**src/rtl/apb_master.sv**
```systemverilog
// Single-outstanding APB master: accepts one valid/ready command, runs the
// SETUP/ACCESS handshake, and returns a response with a timeout error if pready never arrives.
module apb_master #(
    parameter int ADDR_W  = 8,
    parameter int DATA_W  = 32,
    parameter int TIMEOUT = 16
) (
    input  logic              pclk_i,
    input  logic              prst_n,
    input  logic              cmd_valid_i,
    output logic              cmd_ready_o,
    input  logic              cmd_write_i,
    input  logic [ADDR_W-1:0] cmd_addr_i,
    input  logic [DATA_W-1:0] cmd_wdata_i,
    output logic              rsp_valid_o,
    input  logic              rsp_ready_i,
    output logic [DATA_W-1:0] rsp_rdata_o,
    output logic              rsp_err_o,
    output logic              psel_o,
    output logic              penable_o,
    output logic              pwrite_o,
    output logic [ADDR_W-1:0] paddr_o,
    output logic [DATA_W-1:0] pwdata_o,
    input  logic [DATA_W-1:0] prdata_i,
    input  logic              pready_i
);

    localparam int               CNT_W     = $clog2(TIMEOUT + 1);
    localparam logic [CNT_W-1:0] WAIT_LAST = CNT_W'(TIMEOUT - 1);

    typedef enum logic [1:0] {
        S_IDLE,
        S_SETUP,
        S_ACCESS,
        S_RESP
    } state_t;

    state_t             state_q, state_d;
    logic [CNT_W-1:0]   wait_cnt_q, wait_cnt_d;
    logic               psel_q, psel_d;
    logic               penable_q, penable_d;
    logic               pwrite_q, pwrite_d;
    logic [ADDR_W-1:0]  paddr_q, paddr_d;
    logic [DATA_W-1:0]  pwdata_q, pwdata_d;
    logic               rsp_valid_q, rsp_valid_d;
    logic [DATA_W-1:0]  rsp_rdata_q, rsp_rdata_d;
    logic               rsp_err_q, rsp_err_d;
    logic               cmd_fire;
    logic               wait_expired;

    assign cmd_ready_o  = (state_q == S_IDLE);
    assign cmd_fire     = cmd_valid_i & cmd_ready_o;
    assign wait_expired = (wait_cnt_q == WAIT_LAST);

    // NOTE: sequential state uses non-blocking assignments so every flop
    // samples pre-edge values regardless of process evaluation order.
    always_ff @(posedge pclk_i or negedge prst_n) begin
        if (!prst_n) begin
            state_q     <= S_IDLE;
            wait_cnt_q  <= '0;
            psel_q      <= 1'b0;
            penable_q   <= 1'b0;
            pwrite_q    <= 1'b0;
            paddr_q     <= '0;
            pwdata_q    <= '0;
            rsp_valid_q <= 1'b0;
            rsp_rdata_q <= '0;
            rsp_err_q   <= 1'b0;
        end else begin
            state_q     <= state_d;
            wait_cnt_q  <= wait_cnt_d;
            psel_q      <= psel_d;
            penable_q   <= penable_d;
            pwrite_q    <= pwrite_d;
            paddr_q     <= paddr_d;
            pwdata_q    <= pwdata_d;
            rsp_valid_q <= rsp_valid_d;
            rsp_rdata_q <= rsp_rdata_d;
            rsp_err_q   <= rsp_err_d;
        end
    end

    // pready wins over the timeout when both land in the same cycle.
    always_comb begin
        state_d = state_q;
        case (state_q)
            S_IDLE:   if (cmd_fire) state_d = S_SETUP;
            S_SETUP:  state_d = S_ACCESS;
            S_ACCESS: if (pready_i || wait_expired) state_d = S_RESP;
            S_RESP:   if (rsp_ready_i) state_d = S_IDLE;
            default:  state_d = S_IDLE;
        endcase
    end

    // NOTE: every signal gets a hold default up front so no path through the
    // case leaves it unassigned, which would otherwise infer a latch.
    always_comb begin
        wait_cnt_d  = wait_cnt_q;
        pwrite_d    = pwrite_q;
        paddr_d     = paddr_q;
        pwdata_d    = pwdata_q;
        rsp_rdata_d = rsp_rdata_q;
        rsp_err_d   = rsp_err_q;

        // Bus strobes are decoded from the next state so they register in step with it.
        psel_d      = (state_d == S_SETUP) || (state_d == S_ACCESS);
        penable_d   = (state_d == S_ACCESS);
        rsp_valid_d = (state_d == S_RESP);

        case (state_q)
            S_IDLE: begin
                if (cmd_fire) begin
                    pwrite_d = cmd_write_i;
                    paddr_d  = cmd_addr_i;
                    pwdata_d = cmd_wdata_i;
                end
            end
            S_SETUP: wait_cnt_d = '0;
            S_ACCESS: begin
                if (pready_i) begin
                    rsp_rdata_d = pwrite_q ? '0 : prdata_i;
                    rsp_err_d   = 1'b0;
                end else if (wait_expired) begin
                    rsp_rdata_d = '0;
                    rsp_err_d   = 1'b1;
                end else begin
                    wait_cnt_d = wait_cnt_q + 1'b1;
                end
            end
            default: ;
        endcase
    end

    assign psel_o      = psel_q;
    assign penable_o   = penable_q;
    assign pwrite_o    = pwrite_q;
    assign paddr_o     = paddr_q;
    assign pwdata_o    = pwdata_q;
    assign rsp_valid_o = rsp_valid_q;
    assign rsp_rdata_o = rsp_rdata_q;
    assign rsp_err_o   = rsp_err_q;

endmodule

```
**config.mk**
```make
export PLATFORM = sky130hd
export DESIGN_NAME = apb_master
export DESIGN_NICKNAME = d
export VERILOG_FILES = /design/src/rtl/apb_master.sv
export SDC_FILE = /design/constraint.sdc
export NUM_CORES = 1
export LEC_CHECK = 0
export ABC_AREA = 1
export BUFFER_PORTS_ARGS = -buffer_cell sky130_fd_sc_hd__buf_2
export CAP_MARGIN = 5
export CORE_ASPECT_RATIO = 0.7
export CORE_MARGIN = 2
export CORE_UTILIZATION = 50
export DETAILED_ROUTE_END_ITERATION = 6
export HOLD_SLACK_MARGIN = 0.08
export PLACE_DENSITY = 0.82
export SYNTH_ARGS = -nofsm -noshare
export SYNTH_HDL_FRONTEND = slang
export SYNTH_SLANG_ARGS = --single-unit
```
**constraint.sdc**
```tcl
create_clock -name pclk_i -period 2.85 [get_ports pclk_i]
set_input_delay 0.285 -clock pclk_i [delete_from_list [all_inputs] [get_ports pclk_i]]
set_output_delay 0.285 -clock pclk_i [all_outputs]
set_load 0.1 [all_outputs]
```
# ---- Yosys cells after proc, flatten, opt, wreduce, memory -nomap -nowiden
# Index checks and enable logic that the tools add are counted.
dict set report classes {
  add_sub_neg 1
  order_cmp 0
  n_reduce_logical 8
  bitwise_logic 1
  n_mul 0
  eq_ne 9
  n_div 0
  shifts 0
  mux 12
}
# op count
set ops {}
lappend ops {{2-to-1 mux 32 bit} 3}
lappend ops {{2-to-1 mux 5 bit} 2}
lappend ops {{case mux 5 bit (2 select lines)} 1}
lappend ops {{equality test 2 bit, second input constant} 4}
lappend ops {{case mux 2 bit (4 select lines)} 1}
lappend ops {{2-to-1 mux 2 bit} 3}
lappend ops {{adder 5 x 1 -> 5 bit, second input constant} 1}
lappend ops {{equality test 5 x 4 -> 1 bit, second input constant} 1}
lappend ops {{equality test 2 x 1 -> 1 bit, second input constant} 2}
lappend ops {{!= test 2 bit, second input constant} 2}
lappend ops {{AND reduction 2 bit} 2}
lappend ops {{nonzero test 2 bit} 2}
lappend ops {{AND reduction 3 bit} 1}
lappend ops {{zero test 2 bit} 1}
lappend ops {{logical OR 1 bit} 2}
lappend ops {{2-to-1 mux 1 bit} 2}
lappend ops {{AND 1 bit} 1}
dict set report word_totals {
  latchBits 0
  mem_count 0
  inputBits 78
  out_inout_bits 78
  ram_bits 0
  rom_bits 0
  register_bits 84
  wordCells 41
}

# ---- Depth between registers and ports, before layout
dict set report logic_depth {
  word_depth 6
  depth_mapped 11
  mapped_depth_nobuf 11
}

# ---- Worst setup path after synthesis
# No wires, ideal clock.
dict set report synth_timing {
  path_type {reg2reg}
  start {register pwrite_q (netlist: pwrite_o)}
  end {register rsp_rdata_q[10] (netlist: rsp_rdata_o[10])}
  arrival_time_ns 1.545
  setup_ns 0.130
  required_time_ns 2.720
  stages_incl_launch_ff 5
  setup_slack_ns 1.175
  n_path_buf 1
  period_less_slack_ns 1.675
  path_cell_list {dfrtp_1 > inv_1 > nand3_2 > clkbuf_1 > o21ai_1}
}
dict set report synth_between {
  elab_chain_cells 2
}
# element line_no
set synth_lines {}
lappend synth_lines {{from (decl)} 42} ;# logic pwrite_q, pwrite_d;
lappend synth_lines {{from (signal assigned)} 74} ;# pwrite_q <= pwrite_d;
lappend synth_lines {{2-to-1 mux 32 bit} 121} ;# rsp_rdata_d = pwrite_q ? '0 : prdata_i;
lappend synth_lines {{2-to-1 mux 32 bit} 120} ;# if (pready_i) begin
lappend synth_lines {{to (signal assigned)} 78} ;# rsp_rdata_q <= rsp_rdata_d;
lappend synth_lines {{to (decl)} 46} ;# logic [DATA_W-1:0] rsp_rdata_q, rsp_rdata_d;
# Every way passes these cells.
# A chain may end at the register's enable or synchronous reset.

# ---- Worst setup path after layout
dict set report layout_timing {
  start {register wait_cnt_q[0]}
  end {register rsp_rdata_q[21] (netlist: rsp_rdata_o[21])}
}
dict set report layout_between {
  elab_chain_cells 3
}
# element line_no
set layout_lines {}
lappend layout_lines {{from (decl)} 39} ;# logic [CNT_W-1:0] wait_cnt_q, wait_cnt_d;
lappend layout_lines {{from (signal assigned)} 71} ;# wait_cnt_q <= wait_cnt_d;
lappend layout_lines {{equality test 5 x 4 -> 1 bit} 53} ;# assign wait_expired = (wait_cnt_q == WAIT_LAST);
lappend layout_lines {{nonzero test 2 bit (no source line)} n/a}
lappend layout_lines {{AND reduction 2 bit (no source line)} n/a}
# Every way passes these cells.

==> summary.txt <==
Global routing
  • Pin count of the biggest net entering global routing: 85
  • Initial antenna violation count: 0
  • GR Overflow Total: 0
  • GRT Overall Usage: 0.2083
  • Number of global-route vias before repair: 2,691
  • First-pass GRT wire length: 12,120 um

Cells and area
  • Final net count: 602
  • Layout cells sized above 1: 0.3448
  • Area Growth Syn to Fin: 32.00%
  • Fillers: 571
  • Ant. Diodes: 0

Logic synthesis
  • Syn Area/Cell: 9.130 um^2
  • Synth area leader: dfrtp_1
  • Synth Register Bits: 84
  • Mapped cell area: 3378 um^2
  • Syn Nets: 452
  • Synth top area share: 0.6222
  • Mapped Cells: 370
  • Top cells by area, synth: dfrtp_1, nand2_1, nand3_1
  • Synth unique cells: 21
  • Post-synthesis sequential area ratio: 0.6222
  • Syn. warnings: 0

Setup path
  • Kind of critical path: reg -> reg
  • CP max FO: 34
  • Arr. time, crit path: 2.20 ns
  • Critical path launch point type: register
  • Worst Path Required: 3.11 ns
  • Worst Setup End Kind: register
  • Register-to-register setup slack: 0.90 ns

Clock network
  • CTS Buffer Depth: 2
  • H-tree depth: 3
  • Worst-Skew Late Latency: 0.35 ns
  • Clk root buf: clkbuf_8
  • Total clock buffers created by CTS: 9
  • # resized after CTS: 0
  • Clock-pin slew on the worst setup and hold paths: 0.08 ns
  • Setup Buffers After CTS: 0
  • Post-CTS Hold Fix Bufs: 0
  • # clock sinks: 84
  • CTS tree: built

STA
  • Final setup fails: 0
  • Final hold viol count: 0
  • Minimum clock period after layout: 1.946 ns
  • Clock skew: 0.005628 ns
  • Slew Limit Fails: 0
  • RSZ-0062 raised after global routing: no
  • Slew at the pin with the worst max-slew slack: 1.029 ns
  • Slew HR: 0.3139
  • F_max: 514.0 MHz
  • Setup_tns: 0 ns
  • Final period utilization: 0.6827

Routing
  • DRT iter0 DRCs: 112
  • Routed len/inst: 12.46 um
  • Via count: 2,907
  • DRT antenna net count: 0
  • DR pass1 iterations: 4
  • Drt total wl: 7713 um
  • Vias per cell: 4.696
  • Residual DRC: 0

Floorplan
  • Rows: 25
  • Die area: 7440 um^2
  • Core Region: 6631 um^2
  • I/O pin count: 156
  • Die H: 72.77 um
  • Die W: 102.2 um
  • Initial core utilization: 0.5094

Place
  • Gp weighted congestion: 0.7793
  • Post-DP HPWL: 5413 um
  • Port-buffer cells: 155

Run status
  • Status: finished clean

Run
  • Max-cap violations: 0

Hold path
  • Hold/Removal Path Class: in -> async
cell families (layout without fill, tap and decap cells):
group                      Yosys count  count (layout)  synth area share
buffers and inverters               62             217           0.07814
and+or+nand+nor                    182             182            0.2259
DFF                                 84              84            0.6222
AOI/OAI and AO/OA                   37              37           0.05630
xor gates and xnor gates             1               1          0.002593
adders and majority gates            4               4           0.01482
path summary, 6_finish.rpt:
kind                                     from         endpoint  cells after the start
worst max register to register  wait_cnt_q[0]  rsp_rdata_o[21]                      9
worst max-delay path            wait_cnt_q[0]  rsp_rdata_o[21]                      9
worst min register to register   pwdata_o[21]     pwdata_o[21]                      2
max in group asynchronous              prst_n        rsp_err_o                      1
min in group pclk_i                  pready_i        rsp_err_o                      2
worst min-delay path                   prst_n       paddr_o[1]                      1
through the flow:
stage	hold slack [ns]	area, um^2	setup slack (ns)	util	std cells
5_1_grt	0.1467	4459	0.6824	0.6725	619
3_5_place_dp	0.4527	4194	0.9138	0.6325	603
4_1_cts	0.1359	4459	0.8924	0.6725	619
3_3_place_gp	0.4489	4194	1.027	0.6325	603
6_report	0.09182	4459	0.9044	0.6725	619
2_1_floorplan	-0.01059	3378	1.175	-	370
synth_stat cells, drive strengths merged:
| master | n |
|---|---|
| nand4 | 1 |
| nand3 | 46 |
| o22ai | 1 |
| o21ai | 35 |
| a21oi | 1 |
| inv | 43 |
| dfrtp | 84 |
| or2 | 1 |
| xor2 | 1 |
| buf | 10 |
| ha | 4 |
| nor2 | 9 |
| nand2 | 125 |
| clkbuf | 9 |
state kept, by name (all words and copies together), names as in the netlist:
signal,flops
pwdata_o,32
rsp_rdata_o,32
paddr_o,8
wait_cnt_q,5
state_q,2
penable_o,1
psel_o,1
pwrite_o,1
rsp_err_o,1
rsp_valid_o,1
placed cells by master, fill, tap and decap left out, drive strengths merged:
cell	count
bufinv	4
or2	1
xor2	1
nand3	46
nand2	125
a21oi	1
o22ai	1
inv	43
buf	158
clkbuf	12
ha	4
dfrtp	84
o21ai	35
nor2	9
nand4	1
worst max-delay path, stage by stage, from the launching register on:
cell and delay (ns):
dfrtp_1 0.42, ha_1 0.24, nand2_1 0.07, nor2_1 0.05, ha_1 0.18, nor2_1 0.18
nor2_2 0.08, inv_2 0.41, nand2_1 0.12, o21ai_1 0.11
cell type report:
class                           count  area [um^2]  area share
Sequential cell                    84         2102      0.4714
Multi-Input combinational cell    224         1012      0.2270
Timing Repair Buffer              158        800.8      0.1796
Inverter                           43        161.4     0.03620
Clock buffer                       12        145.1     0.03255
Clock inverter                      4        120.1     0.02694
Tap cell                           94        117.6     0.02637
metal layers:
metal  GRT usage  up-vias  share of wire
li1            -     1452              -
met1      0.2621     1358           0.44
met4     0.09185        0          0.022
met5           0        -              0
met3     0.04885       14          0.052
met2      0.3472       83           0.49
Power is not shown: default switching activity piles up to over one toggle a cycle in this logic, so the estimate is an artifact.
